$ cat config.mk
export PLATFORM = sky130hd
export DESIGN_NAME = sico_play_stream_adapter
export DESIGN_NICKNAME = d
export VERILOG_FILES = /design/src/rtl/sico_play_stream_adapter_pkg.sv /design/src/rtl/sico_sync_fifo.sv /design/src/rtl/sico_play_stream_adapter.sv
export SDC_FILE = /design/constraint.sdc
export NUM_CORES = 1
export LEC_CHECK = 0
export ABC_AREA = 0
export BUFFER_PORTS_ARGS = -buffer_cell sky130_fd_sc_hd__buf_2
export CAP_MARGIN = 5
export CORE_MARGIN = 2
export CORE_UTILIZATION = 60
export CTS_CLUSTER_SIZE = 16
export DETAILED_ROUTE_END_ITERATION = 10
export PLACE_DENSITY = 0.84
export RECOVER_POWER = 50
export SLEW_MARGIN = 20
export SYNTH_ARGS = -nofsm -noshare
export SYNTH_HDL_FRONTEND = slang
export SYNTH_HIERARCHICAL = 1
export SYNTH_SLANG_ARGS = --single-unit
$ cat constraint.sdc
create_clock -name clk_i -period 5.1 [get_ports clk_i]
set_input_delay 0 -clock clk_i [delete_from_list [all_inputs] [get_ports clk_i]]
set_output_delay 0 -clock clk_i [all_outputs]
set_load 0.02 [all_outputs]
$ cat src/rtl/sico_play_stream_adapter_pkg.sv
// SiCoStreamPkg: shared stream constants and the saturating drop-counter helper.
package SiCoStreamPkg;
    localparam int DROP_CNT_W = 16;
    localparam logic [DROP_CNT_W-1:0] DROP_CNT_MAX = '1;
    function automatic logic [DROP_CNT_W-1:0] sat_inc(input logic [DROP_CNT_W-1:0] c);
        return (c == DROP_CNT_MAX) ? c : c + DROP_CNT_W'(1);
    endfunction
endpackage

$ cat src/rtl/sico_sync_fifo.sv
// sico_sync_fifo: first-word-fall-through FIFO with wrap-bit pointers.
module sico_sync_fifo #(
    parameter int DATA_W = 8,
    parameter int DEPTH  = 4
) (
    input  logic                       clk_i,
    input  logic                       rst_ni,
    input  logic                       push_i,
    input  logic                       pop_i,
    input  logic [DATA_W-1:0]          data_i,
    output logic [DATA_W-1:0]          data_o,
    output logic                       empty_o,
    output logic                       full_o,
    output logic [$clog2(DEPTH):0]     level_o
);
    localparam int AW = $clog2(DEPTH);
    localparam int PW = AW + 1;
    if (DEPTH < 2 || (DEPTH & (DEPTH - 1)) != 0) begin : g_bad_depth
        $error("sico_sync_fifo: DEPTH must be a power of two >= 2");
    end
    if (DATA_W < 1 || DATA_W > 1023) begin : g_bad_width
        $error("sico_sync_fifo: DATA_W must be 1..1023");
    end
    logic [DATA_W-1:0] mem [DEPTH];
    logic [PW-1:0]     wr_q, rd_q;
    assign empty_o = wr_q == rd_q;
    assign full_o  = (wr_q[AW] != rd_q[AW]) && (wr_q[AW-1:0] == rd_q[AW-1:0]);
    assign level_o = wr_q - rd_q;
    assign data_o  = mem[rd_q[AW-1:0]];
    always_ff @(posedge clk_i) begin
        if (push_i) mem[wr_q[AW-1:0]] <= data_i;
    end
    always_ff @(posedge clk_i or negedge rst_ni) begin
        if (!rst_ni) begin
            wr_q <= '0;
            rd_q <= '0;
        end else begin
            if (push_i) wr_q <= wr_q + PW'(1);
            if (pop_i)  rd_q <= rd_q + PW'(1);
        end
    end
endmodule

$ cat src/rtl/sico_play_stream_adapter.sv
// sico_play_stream_adapter: buffers player words into a FIFO, counting words dropped while full.
module sico_play_stream_adapter
    import SiCoStreamPkg::*;
#(
    parameter int DATA_W = 8,
    parameter int DEPTH  = 4
) (
    input  logic                    clk_i,
    input  logic                    rst_ni,
    input  logic [DATA_W:0]         ply_i,
    output logic                    m_valid_o,
    output logic [DATA_W-1:0]       m_data_o,
    input  logic                    m_ready_i,
    input  logic                    clear_i,
    output logic [$clog2(DEPTH):0]  level_o,
    output logic                    overflow_o,
    output logic [DROP_CNT_W-1:0]   drop_cnt_o
);
    logic empty, full, pop, push, drop;
    assign m_valid_o = ~empty;
    assign pop  = ~empty & m_ready_i;
    // A full FIFO still takes a word when the head leaves in the same cycle.
    assign push = ply_i[DATA_W] & (~full | pop);
    assign drop = ply_i[DATA_W] & full & ~pop;
    sico_sync_fifo #(.DATA_W(DATA_W), .DEPTH(DEPTH)) u_fifo (
        .clk_i   (clk_i),
        .rst_ni  (rst_ni),
        .push_i  (push),
        .pop_i   (pop),
        .data_i  (ply_i[DATA_W-1:0]),
        .data_o  (m_data_o),
        .empty_o (empty),
        .full_o  (full),
        .level_o (level_o)
    );
    always_ff @(posedge clk_i or negedge rst_ni) begin
        if (!rst_ni) begin
            overflow_o <= 1'b0;
            drop_cnt_o <= '0;
        end else if (clear_i) begin
            overflow_o <= drop;
            drop_cnt_o <= drop ? DROP_CNT_W'(1) : '0;
        end else if (drop) begin
            overflow_o <= 1'b1;
            drop_cnt_o <= sat_inc(drop_cnt_o);
        end
    end
endmodule

======== After elaboration in Yosys (flattened, before gate mapping) ========
Memories as Yosys holds them, arrays and structs flattened.
Index checks and enable logic that the tools add are counted.
Widths: inputs -> output; s select.
storage, ports and cells
  memories kept ........................... 1
  memory bits (writable) .................. 32
  ROM bits ................................ 0
  bits of input ports ..................... 13
  bits in registers ....................... 23
  latch bits .............................. 0
  output and inout port bits .............. 29
  logic and storage cells ................. 33
memories
  name        words  width  rd ports  clocked after memory_dff  wr ports  line                  RTL
  u_fifo.mem  4      8      1         0                         1         sico_sync_fifo.sv:24  logic [DATA_W-1:0] mem [DEPTH];
cells by class
  add/sub/neg operators ................... 4
  reductions and logical operators ........ 3
  shift-type cells ........................ 0
  bitwise gates (word level) .............. 8
  multipliers ............................. 0
  divide/modulo/power cells ............... 0
  $lt $le $gt $ge ......................... 0
  multiplexer cells ....................... 8
  eq/ne operators ......................... 5
operators with widths
  cell                   count
  $mux 16                3
  $add 16x1->16 const B  1
  $eq 16x16->1 const B   1
  $add 3x1->3 const B    2
  $mux 1                 5
  $and 1x1->1            4
  $eq 3x3->1             1
  $not 1->1              3
  $sub 3x3->3            1
  $eq 2x2->1             1
  $ne 2x2->1 const B     1
  $reduce_and 2->1       1
  $reduce_bool 2->1      1
  $logic_and 1x1->1      1
  $ne 1x1->1             1
  $or 1x1->1             1

======== Depth between registers and ports, before layout ========
  depth after elaboration ................. 7
  depth in mapped cells ................... 11
  gate-level depth less buffers ........... 9

======== By module ========
The synthesis kept the hierarchy.
by module, submodules not included
  module                    instances  area each (µm²)  cells each  seq. area each (µm²)
  sico_sync_fifo            1          1546.5           79          1111.1
  sico_play_stream_adapter  1          997.2            107         425.4

======== Worst setup path after synthesis ========
OpenSTA, ideal clock, no wires.
  kind .................................... register -> register
  start ................................... reg u_fifo.rd_q[1]
  end ..................................... reg drop_cnt_o[14]
  path buffers ............................ 2
  library setup time ...................... 0.094 ns
  data arrival time ....................... 2.534 ns
  stages on the path, launching flop included .. 12
  clock period less this slack ............ 2.628 ns
  setup slack ............................. 2.472 ns
  required time ........................... 5.006 ns
  cells stage by stage .................... dfrtp_1 > buf_2 > inv_1 > ha_1 > nand2_1 > nor2_1 > nand2b_4 > inv_4 > or3_4 > buf_6 > or4_4 > a221oi_2
between the ends
  longest elaborated chain between the ends .. 7
  elaborated cells on any way between the ends .. 10
  classes of those cells .................. eq/ne: 2; bitwise: 5; reduce/logical: 3
RTL lines
  element                      line                            RTL
  start, declared              sico_sync_fifo.sv:25            logic [PW-1:0] wr_q, rd_q;
  start signal, assigned       sico_sync_fifo.sv:39            if (pop_i) rd_q <= rd_q + PW'(1);
  $eq 3x3->1                   sico_sync_fifo.sv:26            assign empty_o = wr_q == rd_q;
  via empty                    sico_play_stream_adapter.sv:19  logic empty, full, pop, push, drop;
  $not 1->1                    sico_play_stream_adapter.sv:21  assign pop = ~empty & m_ready_i;
  $and 1x1->1                  sico_play_stream_adapter.sv:21
  via pop                      sico_play_stream_adapter.sv:19
  $not 1->1                    sico_play_stream_adapter.sv:24  assign drop = ply_i[DATA_W] & full & ~pop;
  $and 1x1->1                  sico_play_stream_adapter.sv:24
  $reduce_bool 2->1 (no line)  -
  $reduce_and 2->1 (no line)   -
  end signal, assigned         sico_play_stream_adapter.sv:42  drop_cnt_o <= drop ? DROP_CNT_W'(1) : '0;
  end signal, assigned         sico_play_stream_adapter.sv:45  drop_cnt_o <= sat_inc(drop_cnt_o);
  end, declared                sico_play_stream_adapter.sv:17  output logic [DROP_CNT_W-1:0] drop_cnt_o
The timed path passes the listed nets, and every way through them passes these cells.
A chain may end at the register's enable or synchronous reset.

======== Worst setup path after layout ========
Same ends and word-level chain as after synthesis.

==> results.md <==
- Leakage: 1.06 nW
- Worst hold-check path type: input port to register
- Largest delay contributor family on the critical path: simple AND/OR/NAND/NOR gates
- CTS sink cnt: 55
- Rows: 23
- Synth Flop Type: edfxtp_1
- Die width: 69.1 um
- Final Non-Filler Cells: 287
- Mapped Cells: 186
- CP max-delay cell: dfrtp_1
- # H-tree levels: 2
- CP peak stage delay: 0.62 ns
- Initial antenna violation count: 0
- FFs w/ async S/R, synth: 41.8%
- Vias in the first global route: 1660
- Largest net degree at the start of global routing: 24
- Clock share of power: 17.2%
- CP Cell Sequence: inv_1 > ha_1 > nand2_1 > nor2_1 > nand2b_4 > inv_4 > or3_4 > or4_4 > a221oi_2
- Global-route wire length before repair: 8100 um
- Final Hold Viols: 0
- Reg clk slew, reported paths: 0.10 ns
- Switching share of total power: 37.9%
- CP Launch Type: register
- Placed cells: 270
- P_sw: 535 uW
- WS Path Type: register to register
- WL final: 4880 um
- Total gr overflow: 0
- CP bufs+invs: 2
- FF-to-FF Start: u_fifo/rd_q[1]$_DFFE_PN0P_
- Final period utilization: 56.4%
- Worst path required time: 5.33 ns
- Seq pwr share: 45.4%
- Combinational Power Share: 37.4%
- FF-to-FF path depth: 9
- Mapped cell area: 2540 um2
- Share of layout cells above drive strength 1: 16.9%
- Port Buffer Count: 41
- Critical path endpoint category: register
- Post-Syn Nets: 208
- Max-cap violation count: 0
- Final GP Congestion: 0.799
- Pwr per Cell Area: 483 nW/um2
- TNS Setup: 0 ns
- Die Area: 4780 um2
- Final worst path period need: 2.87 ns
- Clock latency on the worst-skew pair: 0.31 ns
- CTS Buf Count: 5
- Clock skew: 0.00623 ns
- Worst-path maximum fanout: 11
- RSZ-0062 raised after global routing: false
- Critical path origin: u_fifo/rd_q[1]$_DFFE_PN0P_
- Syn-to-layout area delta: 14.9%
- CTS tree: built
- Hold Path Stages: 2
- Routed wire per std cell: 17.0 um
- Vias per std cell: 5.90
- Post-synth EDFFs: 32
- Critical Path Stages: 9
- Int Pwr: 876 uW
- Synth warn: 6
- Clock buffer depth: 2
- Run status: finished, final reports clean
- GR Util All Layers: 21.7%
- Final net count: 258
- DR vias: 1693
- Final number of setup-violating endpoints: 0
- Initial Utilization: 63.1%
- Register area share after synthesis: 60.4%
- Synth Area per Inst: 13.7 um2
- Max-Slew Margin vs Limit: 17.1%
- Post-route ant nets: 0
- I/O pin count: 42
- Ant. Diodes: 0
- Hold wc startpoint: clear_i
- Yosys reg bits: 55
- Arrival time at the worst endpoint: 3.10 ns
- Die Height: 69.1 um
- Iter 0 DRT Violations: 189
- F_max: 348 MHz
- Maximum VDD drop: 0.389 mV
- Core area: 4030 um2
- Post-DP HPWL: 3410 um
- Actual slew at the worst max-slew pin: 1.24 ns
- TritonRoute pass-1 iters: 4
- Synth cell types: 40
- Root Driver: clkbuf_8
- DRC: 0
- Final Slew Violations: 0
-- final timing paths --
check | end | slack, ns
max | drop_cnt_o[14]$_DFFE_PN0P_ | 2.23
min | drop_cnt_o[2]$_DFFE_PN0P_ | 0.08
max reg2reg | drop_cnt_o[14]$_DFFE_PN0P_ | 2.23
min reg2reg | u_fifo/wr_q[2]$_DFFE_PN0P_ | 0.51
max in group asynchronous | drop_cnt_o[2]$_DFFE_PN0P_ | 3.89
min in group asynchronous | drop_cnt_o[11]$_DFFE_PN0P_ | 0.47
-- repair_timing --
item	CTS	global route
setup buffers	0	0
hold buffers	9	0
resized for setup	0	0
setup endpoints to repair	0	0
hold endpoints to repair	55	0
-- sequential cells by signal (all words and copies together) (netlist names) --
signal       flops
drop_cnt_o      16
u_fifo/wr_q      3
u_fifo/rd_q      3
overflow_o       1
u_fifo/mem      32
-- metrics by stage --
step	util, %	cell area, um2	hold WS, ns	setup WS, ns	power, mW
floorplan	-	2540	-0.296	2.47	1.03
global placement	68.7	2770	0.0104	2.37	1.16
detailed placement	68.7	2770	0.0107	2.21	1.18
CTS	73.3	2950	0.0603	2.18	1.42
global route	72.5	2920	0.0799	1.99	1.49
finish	72.5	2920	0.0760	2.23	1.41
-- routing by layer --
layer / global-route usage, % / part of all wire [%] / up-vias
li1: - / - / 805
met3: 5.26 / 4.7 / 9
met2: 33.1 / 47 / 48
met4: 8.71 / 2.1 / 0
met1: 30.3 / 47 / 831
met5: 0 / 0 / -
-- layout make-up --
class | count | area, um2
Multi-Input combinational cell | 112 | 917
Tap cell | 50 | 62.6
Fill cell | 265 | 1110
Sequential cell | 55 | 1540
Timing Repair Buffer | 50 | 267
Inverter | 12 | 47.5
Clock inverter | 3 | 23.8
Clock buffer | 5 | 68.8
-- power by group through the flow --
| stage | Combinational, mW | Sequential, mW | Clock [mW] |
|---|---|---|---|
| 4_1_cts | 0.535 | 0.642 | 0.248 |
| 6_report | 0.528 | 0.641 | 0.243 |
| 3_3_place_gp | 0.514 | 0.644 | 0 |
| 2_1_floorplan | 0.412 | 0.615 | 0 |
| 5_1_grt | 0.569 | 0.653 | 0.269 |
| 3_5_place_dp | 0.525 | 0.651 | 0 |
-- cell usage in the layout (no fill, tap or decap), types with 2 or more instances in the layout --
master,n
a21oi_1,7
a31oi_1,6
and2_1,5
buf_2,18
clkbuf_1,23
clkbuf_8,5
clkinvlp_4,2
dfrtp_1,23
dlygate4sd3_1,9
edfxtp_1,32
ha_1,8
inv_1,11
mux4_2,8
nand2_1,11
nand3_1,8
nand4_1,4
nor2_1,3
nor3_1,2
nor4_1,7
o211ai_1,2
o21ai_0,4
o31ai_1,5
or3_1,2
or4_1,4
xnor2_1,7
xor2_1,4
-- cell families after synthesis --
family | share of synthesized area, %
AO/OA/AOI/OAI | 8.07
XOR/XNOR | 3.79
AND/OR/NAND/NOR | 12.4
adder cells (fa/ha/maj) | 4.72
buffers and inverters | 3.54
multiplexers | 7.08
flip-flops | 60.4
-- synthesized netlist by cell type, types with 2 or more instances --
master | instances | area [um2]
a31oi_1 | 6 | 37.5
nand2_1 | 11 | 41.3
ha_1 | 8 | 100
nor3_1 | 2 | 10.0
a21oi_1 | 7 | 35.0
nand3_1 | 8 | 40.0
buf_6 | 2 | 22.5
mux4_2 | 8 | 180
and2_1 | 5 | 31.3
edfxtp_1 | 32 | 961
or3_1 | 2 | 12.5
nor2_1 | 3 | 11.3
inv_1 | 11 | 41.3
o211ai_1 | 2 | 15.0
o21ai_0 | 4 | 20.0
dfrtp_1 | 23 | 576
o31ai_1 | 5 | 37.5
nand4_1 | 4 | 25.0
xor2_1 | 4 | 35.0
clkbuf_1 | 4 | 15.0
nor4_1 | 7 | 43.8
xnor2_1 | 7 | 61.3
or4_1 | 4 | 30.0
Power figures use the tool's default switching activity.
